File: src/rtl/accum_bcd_display.sv
// accum_bcd_display
//   Switch-driven saturating accumulator with a sequential binary-to-BCD
//   (shift-add-3) converter driving NDIG active-low seven-segment digits.
//
//   Each debounced press of KEY_ADD_N adds A = SW[2W-1:W] and B = SW[W-1:0]
//   to the accumulator, saturating at 2^ACC_W-1 with a sticky overflow flag.
//   KEY_CLR_N clears the accumulator and the overflow flag. After either
//   operation the FSM spends exactly ACC_W cycles converting the new value
//   to BCD. All HEX digits are updated together at the end of the conversion.
//
// Ports
//   MAX10_CLK1_50  in   system clock
//   RESET_N        in   asynchronous active-low reset
//   SW[2W-1:0]     in   operands, A = SW[2W-1:W], B = SW[W-1:0]
//   KEY_ADD_N      in   active-low push-button: accumulate A+B
//   KEY_CLR_N      in   active-low push-button: clear accumulator
//   LEDR[ACC_W+1:0] out [ACC_W-1:0] accumulator, [ACC_W] sticky overflow,
//                       [ACC_W+1] busy (conversion in progress)
//   HEX[8*NDIG-1:0] out digit i on HEX[8i+7:8i], active-low, bit 7 = DP (off)
//
// Build option
//   ACCUM_BLANK_LEADING_EN : when defined, zero digits above the most
//   significant non-zero digit are blanked (8'hFF); digit 0 always shows a
//   value. When undefined, every digit is driven and leading zeros show "0".

module accum_bcd_display #(
    parameter int W         = 5,
    parameter int ACC_W     = 10,
    parameter int NDIG      = 4,
    parameter int DB_CYCLES = 500000
) (
    input  logic                MAX10_CLK1_50,
    input  logic                RESET_N,
    input  logic [2*W-1:0]      SW,
    input  logic                KEY_ADD_N,
    input  logic                KEY_CLR_N,
    output logic [ACC_W+1:0]    LEDR,
    output logic [8*NDIG-1:0]   HEX
);

    // ------------------------------------------------------------------
    // Elaboration-time checks and derived constants
    // ------------------------------------------------------------------
    function automatic longint unsigned pow10(input int unsigned n);
        longint unsigned r;
        r = 64'd1;
        for (int unsigned k = 0; k < n; k++) begin
            r = r * 64'd10;
        end
        return r;
    endfunction

    localparam longint unsigned DEC_RANGE = pow10(NDIG);
    localparam longint unsigned ACC_MAX   = (64'd1 << ACC_W) - 64'd1;

    generate
        if (DEC_RANGE <= ACC_MAX) begin : g_ndig_too_small
            $error("accum_bcd_display: 10^NDIG must exceed 2^ACC_W-1");
        end
    endgenerate

    localparam int SUM_W  = ACC_W + 1;
    localparam int SR_W   = 4 * NDIG + ACC_W;
    localparam int CNT_W  = $clog2(DB_CYCLES + 1);
    localparam int STEP_W = $clog2(ACC_W + 1);

    localparam logic [CNT_W-1:0]  DB_LAST   = CNT_W'(DB_CYCLES - 1);
    localparam logic [STEP_W-1:0] STEP_LAST = STEP_W'(ACC_W - 1);

    function automatic logic [7:0] seg7(input logic [3:0] d);
        logic [7:0] s;
        case (d)
            4'd0:    s = 8'hC0;
            4'd1:    s = 8'hF9;
            4'd2:    s = 8'hA4;
            4'd3:    s = 8'hB0;
            4'd4:    s = 8'h99;
            4'd5:    s = 8'h92;
            4'd6:    s = 8'h82;
            4'd7:    s = 8'hF8;
            4'd8:    s = 8'h80;
            4'd9:    s = 8'h90;
            default: s = 8'hFF;
        endcase
        return s;
    endfunction

    // Display pattern for an accumulator value of zero
    function automatic logic [8*NDIG-1:0] hex_reset_value();
        logic [8*NDIG-1:0] h;
        h = '0;
        for (int unsigned i = 0; i < NDIG; i++) begin
`ifdef ACCUM_BLANK_LEADING_EN
            h[8*i +: 8] = (i == 0) ? 8'hC0 : 8'hFF;
`else
            h[8*i +: 8] = 8'hC0;
`endif
        end
        return h;
    endfunction

    localparam logic [8*NDIG-1:0] HEX_RST = hex_reset_value();

    // ------------------------------------------------------------------
    // Key synchronisers and debouncers; index 0 = add, index 1 = clear
    // ------------------------------------------------------------------
    logic [1:0]       w_key_n;
    logic [1:0]       r_sync1;
    logic [1:0]       r_sync2;
    logic [1:0]       r_db;
    logic [1:0]       r_pulse;
    logic [CNT_W-1:0] r_cnt [2];

    assign w_key_n = {KEY_CLR_N, KEY_ADD_N};

    // The counter runs only while the synchronised level differs from the
    // debounced level; any return to the debounced level restarts it. A
    // pulse is emitted only on the debounced high-to-low change, so a key
    // must be released and debounced high before it can fire again.
    always_ff @(posedge MAX10_CLK1_50 or negedge RESET_N) begin
        if (!RESET_N) begin
            r_sync1 <= '1;
            r_sync2 <= '1;
            r_db    <= '1;
            r_pulse <= '0;
            for (int unsigned k = 0; k < 2; k++) begin
                r_cnt[k] <= '0;
            end
        end else begin
            r_sync1 <= w_key_n;
            r_sync2 <= r_sync1;
            r_pulse <= '0;
            for (int unsigned k = 0; k < 2; k++) begin
                if (r_sync2[k] != r_db[k]) begin
                    if (r_cnt[k] == DB_LAST) begin
                        r_db[k]    <= r_sync2[k];
                        r_cnt[k]   <= '0;
                        r_pulse[k] <= ~r_sync2[k];
                    end else begin
                        r_cnt[k] <= r_cnt[k] + CNT_W'(1);
                    end
                end else begin
                    r_cnt[k] <= '0;
                end
            end
        end
    end

    logic w_add_p;
    logic w_clr_p;

    assign w_add_p = r_pulse[0];
    assign w_clr_p = r_pulse[1];

    // ------------------------------------------------------------------
    // Accumulator next value
    // ------------------------------------------------------------------
    logic [W-1:0]     w_op_a;
    logic [W-1:0]     w_op_b;
    logic [SUM_W-1:0] w_sum;
    logic [ACC_W-1:0] w_acc_nxt;
    logic             w_ovf_nxt;
    logic [ACC_W-1:0] r_acc;
    logic             r_ovf;

    assign w_op_a = SW[2*W-1:W];
    assign w_op_b = SW[W-1:0];

    // Clear takes priority over a simultaneous add
    always_comb begin
        w_sum     = SUM_W'(r_acc) + SUM_W'(w_op_a) + SUM_W'(w_op_b);
        w_acc_nxt = r_acc;
        w_ovf_nxt = r_ovf;
        if (w_clr_p) begin
            w_acc_nxt = '0;
            w_ovf_nxt = 1'b0;
        end else if (w_add_p) begin
            if (w_sum[ACC_W]) begin
                w_acc_nxt = '1;
                w_ovf_nxt = 1'b1;
            end else begin
                w_acc_nxt = w_sum[ACC_W-1:0];
            end
        end
    end

    // ------------------------------------------------------------------
    // FSM: state register / next state / outputs
    // ------------------------------------------------------------------
    typedef enum logic {
        S_IDLE,
        S_CONV
    } state_t;

    state_t            r_state;
    state_t            w_state_nxt;
    logic [STEP_W-1:0] r_step;
    logic              w_step_last;
    logic              w_busy;
    logic              w_load;
    logic              w_last;

    assign w_step_last = (r_step == STEP_LAST);

    always_ff @(posedge MAX10_CLK1_50 or negedge RESET_N) begin
        if (!RESET_N) begin
            r_state <= S_IDLE;
        end else begin
            r_state <= w_state_nxt;
        end
    end

    always_comb begin
        w_state_nxt = r_state;
        case (r_state)
            S_IDLE: if (w_add_p || w_clr_p) w_state_nxt = S_CONV;
            S_CONV: if (w_step_last)        w_state_nxt = S_IDLE;
            default:                        w_state_nxt = S_IDLE;
        endcase
    end

    // Pulses seen in CONV are simply not acted on, which drops them
    always_comb begin
        w_busy = (r_state == S_CONV);
        w_load = (r_state == S_IDLE) && (w_add_p || w_clr_p);
        w_last = (r_state == S_CONV) && w_step_last;
    end

    // ------------------------------------------------------------------
    // Double-dabble step: {BCD nibbles, binary} shifted left once per cycle
    // after adding 3 to every nibble that is 5 or more
    // ------------------------------------------------------------------
    logic [SR_W-1:0]   r_shreg;
    logic [SR_W-1:0]   w_adj;
    logic [SR_W-1:0]   w_shreg_step;
    logic [4*NDIG-1:0] w_bcd_final;
    logic [8*NDIG-1:0] w_hex_new;
    logic [8*NDIG-1:0] r_hex;

    always_comb begin
        w_adj = r_shreg;
        for (int unsigned i = 0; i < NDIG; i++) begin
            if (r_shreg[ACC_W + 4*i +: 4] >= 4'd5) begin
                w_adj[ACC_W + 4*i +: 4] = r_shreg[ACC_W + 4*i +: 4] + 4'd3;
            end
        end
        w_shreg_step = {w_adj[SR_W-2:0], 1'b0};
        w_bcd_final  = w_shreg_step[SR_W-1 -: 4*NDIG];
    end

`ifdef ACCUM_BLANK_LEADING_EN
    logic w_lead;

    // Walk from the top digit down; blank while every digit so far is zero.
    // Digit 0 is never blanked.
    always_comb begin
        w_lead    = 1'b1;
        w_hex_new = '0;
        for (int unsigned i = 0; i < NDIG; i++) begin
            w_hex_new[8*i +: 8] = seg7(w_bcd_final[4*i +: 4]);
        end
        for (int unsigned k = 0; k + 1 < NDIG; k++) begin
            if (w_lead && (w_bcd_final[4*(NDIG-1-k) +: 4] == 4'd0)) begin
                w_hex_new[8*(NDIG-1-k) +: 8] = 8'hFF;
            end else begin
                w_lead = 1'b0;
            end
        end
    end
`else
    always_comb begin
        w_hex_new = '0;
        for (int unsigned i = 0; i < NDIG; i++) begin
            w_hex_new[8*i +: 8] = seg7(w_bcd_final[4*i +: 4]);
        end
    end
`endif

    // ------------------------------------------------------------------
    // Datapath registers
    // ------------------------------------------------------------------
    // The shift register is loaded on the IDLE->CONV edge with the value the
    // accumulator is taking, so CONV cycle 1 already performs step 1. HEX is
    // written only from the result of the final step.
    always_ff @(posedge MAX10_CLK1_50 or negedge RESET_N) begin
        if (!RESET_N) begin
            r_acc   <= '0;
            r_ovf   <= 1'b0;
            r_shreg <= '0;
            r_step  <= '0;
            r_hex   <= HEX_RST;
        end else if (w_load) begin
            r_acc   <= w_acc_nxt;
            r_ovf   <= w_ovf_nxt;
            r_shreg <= SR_W'(w_acc_nxt);
            r_step  <= '0;
        end else if (w_busy) begin
            r_shreg <= w_shreg_step;
            r_step  <= r_step + STEP_W'(1);
            if (w_last) begin
                r_hex <= w_hex_new;
            end
        end
    end

    assign LEDR = {w_busy, r_ovf, r_acc};
    assign HEX  = r_hex;

endmodule
File: config.mk
export PLATFORM = sky130hd
export DESIGN_NAME = accum_bcd_display
export DESIGN_NICKNAME = d
export VERILOG_FILES = /design/src/rtl/accum_bcd_display.sv
export SDC_FILE = /design/constraint.sdc
export NUM_CORES = 1
export LEC_CHECK = 0
export ABC_AREA = 0
export BUFFER_PORTS_ARGS = -buffer_cell sky130_fd_sc_hd__buf_2
export CAP_MARGIN = 20
export CORE_MARGIN = 2
export CORE_UTILIZATION = 30
export DETAILED_ROUTE_END_ITERATION = 10
export PLACE_DENSITY = 0.47
export SLEW_MARGIN = 5
export SYNTH_ARGS = -nofsm -noshare
export SYNTH_HDL_FRONTEND = slang
export SYNTH_SLANG_ARGS = --single-unit
File: constraint.sdc
create_clock -name MAX10_CLK1_50 -period 2.2 [get_ports MAX10_CLK1_50]
set_input_delay 0.11 -clock MAX10_CLK1_50 [delete_from_list [all_inputs] [get_ports MAX10_CLK1_50]]
set_output_delay 0.11 -clock MAX10_CLK1_50 [all_outputs]
set_load 0.01 [all_outputs]
==> impl_metrics.env <==
export IMPL_outcome="finished with violations"
export IMPL_violations="negative setup slack"
export IMPL_num_io_pins=58
export IMPL_grt_max_degree=56
export IMPL_clkLatencyLatePin_ps=410
export IMPL_stdcell_count=1069
export IMPL_rsz0062_at_grt="true"
export IMPL_start_kind="flop"
export IMPL_fin_setup_tns_ps=-1340
export IMPL_cp_max_fo=3
export IMPL_fp_dieH_um=151
export IMPL_root_buffer="clkbuf_16"
export IMPL_clk_path_buf_depth=2
export IMPL_grt_use_total_pct=13.9
export IMPL_finalSetupViolations=15
export IMPL_ys_types=72
export IMPL_postRouteAntennaNets=0
export IMPL_hold_path_class="in -> async"
export IMPL_placed_cells=1021
export IMPL_htreeDepth=4
export IMPL_drive_gt1_share_pct=28.8
export IMPL_postSynthAreaPerCell_um2=9.80
export IMPL_postSynthCellCount=665
export IMPL_synth_xor_area_share_pct=6.03
export IMPL_n_antenna_cell=0
export IMPL_antenna_found_initial=0
export IMPL_first_global_vias=5225
export IMPL_gp_congestion=0.844
export IMPL_synthToLayoutAreaGrowth_pct=28.4
export IMPL_fin_crit_sh_pct=110
export IMPL_std_cell_rows=53
export IMPL_syn_area_um2=6520
export IMPL_hold_violations=0
export IMPL_reg2reg_depth=10
export IMPL_ys_seq_area_share_pct=44.7
export IMPL_yosysWarnings=0
export IMPL_drt_iter0_drc=202
export IMPL_finalMaxSlewViolations=0
export IMPL_routed_via_density=4.82
export IMPL_cts_tree="done"
export IMPL_clk_pin_slew_ps=60
export IMPL_finalWorstSetupSlack_ps=-226
export IMPL_synthAdderAreaFrac_pct=8.94
export IMPL_route_detailed_drc=0
export IMPL_fin_crit_ps=2430
export IMPL_grt_overflow_total=0
export IMPL_num_vias=5148
export IMPL_p_leak_nw=3.84
export IMPL_crit_type="reg -> reg"
export IMPL_muxShareOfSynthArea_pct=2.88
export IMPL_relSlewSlack_pct=46.1
export IMPL_fin_nets=838
export IMPL_die_x_um=151
export IMPL_wl_met1_um=7190
export IMPL_ys_ff_latch=116
export IMPL_synth_top_family_by_area="simple AND/OR/NAND/NOR gates"
export IMPL_holdWs_ps=242
export IMPL_final_common_cell="dfrtp_1"
export IMPL_worst_slew_pin_transition_ps=803
export IMPL_wl_um=15200
export IMPL_power_density_nw_per_um2=618
export IMPL_routed_wl_met2_um=7460
export IMPL_grt_pass1_wl_um=25300
export IMPL_layout_common_cells="dfrtp_1 (106), nor2_1 (79), buf_4 (59)"
export IMPL_ir_drop_v=0.000479
export IMPL_worstPathRequired_ps=2500
export IMPL_final_util_pct=39.6
export IMPL_start_util_pct=30.8
export IMPL_synth_compound_area_share_pct=14.2
export IMPL_synth_flop_cell="dfrtp_1"
export IMPL_core_area_um2=21200
export IMPL_synth_simple_area_share_pct=18.7
export IMPL_end_kind="flop"
export IMPL_worst_clock_skew_ps=13.6
export IMPL_dr_max_layer_used="met4"
export IMPL_portBuffers=53
export IMPL_cts_made_buffers=17
export IMPL_synth_edf_count=0
export IMPL_arrival_ps=2720
export IMPL_drv_cap=0
export IMPL_dr_pass1_iters=6
export IMPL_fill_cells=2123
export IMPL_max_freq_mhz=412
export IMPL_async_flop_share_pct=100
export IMPL_wl_per_cell_um=14.2
export IMPL_dp_hpwl_um=10600
export IMPL_die_area_um2=22900
export IMPL_cts_sinks=116
export IMPL_wl_met3_um=420
worst max-delay path, stage by stage, from the launching register on:
cell and delay [ps]:
dfrtp_1 360, inv_2 40, fa_1 470, inv_1 40, ha_2 190, fa_2 360, a21o_4 230, a32o_2 230
xor2_1 140, nor3_1 160, o21ai_1 70
report_power, final:
group | switching (mW) | internal [mW]
Sequential | 0.0135 | 2.15
Combinational | 0.165 | 0.111
Clock | 1.05 | 1.68
Total | 1.23 | 3.94
synth_stat cells, types with 10 or more instances:
cell,count,area [um2]
dfstp_2,10,263
a21oi_1,13,65.1
nand4_1,13,81.3
dfrtp_1,106,2650
xor2_1,25,219
nor2_1,80,300
o21ai_1,15,75.1
a31oi_1,15,93.8
xnor2_1,18,158
inv_1,34,128
nand2_1,57,214
buf_2,10,50.1
nand2b_1,13,81.3
ha_1,37,463
o21ai_0,26,130
nand3_1,24,120
repair_timing:
action | 4_1_cts | 5_1_grt
setup buffers | 3 | 9
hold endpoints to repair | 37 | 0
gates cloned | 0 | 1
hold buffers | 3 | 0
pin swaps | 7 | 22
endpoints found under the setup margin | 12 | 38
gates resized for setup | 9 | 41
layout make-up:
class	instances	area, um2	area share, %
clock inverter	14	154	1.84
clock buffer	18	429	5.13
sequential	116	2920	34.8
inverter	39	146	1.75
tap	275	344	4.11
multi-input combinational	487	3570	42.7
timing repair buffer	120	812	9.70
logic make-up (layout without fill, tap and decap cells):
kind of cell / after synthesis / in the layout
and+or+nand+nor: 245 / 245
AOI/OAI and AO/OA: 135 / 135
DFF: 116 / 116
buffers and inverters: 65 / 191
xor gates and xnor gates: 44 / 44
adders and majority gates: 43 / 43
muxes: 16 / 16
other: 1 / 4
layer usage:
metal	up-vias	GRT usage (%)
met2	63	22.8
met5	-	0
met3	10	3.49
li1	2560	-
met4	0	4.53
met1	2515	17.9
per-stage QoR:
step	instance area [um2]	worst slack, ps	power [mW]
2_1_floorplan	6590	-213	2.33
3_3_place_gp	7450	-218	2.42
3_5_place_dp	7450	-251	2.43
4_1_cts	8130	-207	5.23
5_1_grt	8370	-355	5.40
6_report	8370	-226	5.18
flip-flops by register name, indices dropped and copies added, names as in the netlist, 4 cells and up:
signal   flops
r_cnt       38
r_acc       10
r_step       4
HEX         28
r_shreg     26
worst paths after layout:
kind / start / end / slack (ps)
setup / recovery: r_acc[1]$_DFFE_PN0P_ / r_shreg[7]$_DFFE_PN0P_ / -230
hold / removal: RESET_N / r_acc[1]$_DFFE_PN0P_ / 240
setup reg to reg: r_acc[1]$_DFFE_PN0P_ / r_shreg[7]$_DFFE_PN0P_ / -230
hold reg to reg: r_sync1[0]$_DFF_PN1_ / r_sync2[0]$_DFF_PN1_ / 350
max in group asynchronous: RESET_N / r_sync1[0]$_DFF_PN1_ / 1190
min in group MAX10_CLK1_50: KEY_ADD_N / r_sync1[0]$_DFF_PN1_ / 340
Note: power is estimated with default switching activity, not from simulation.
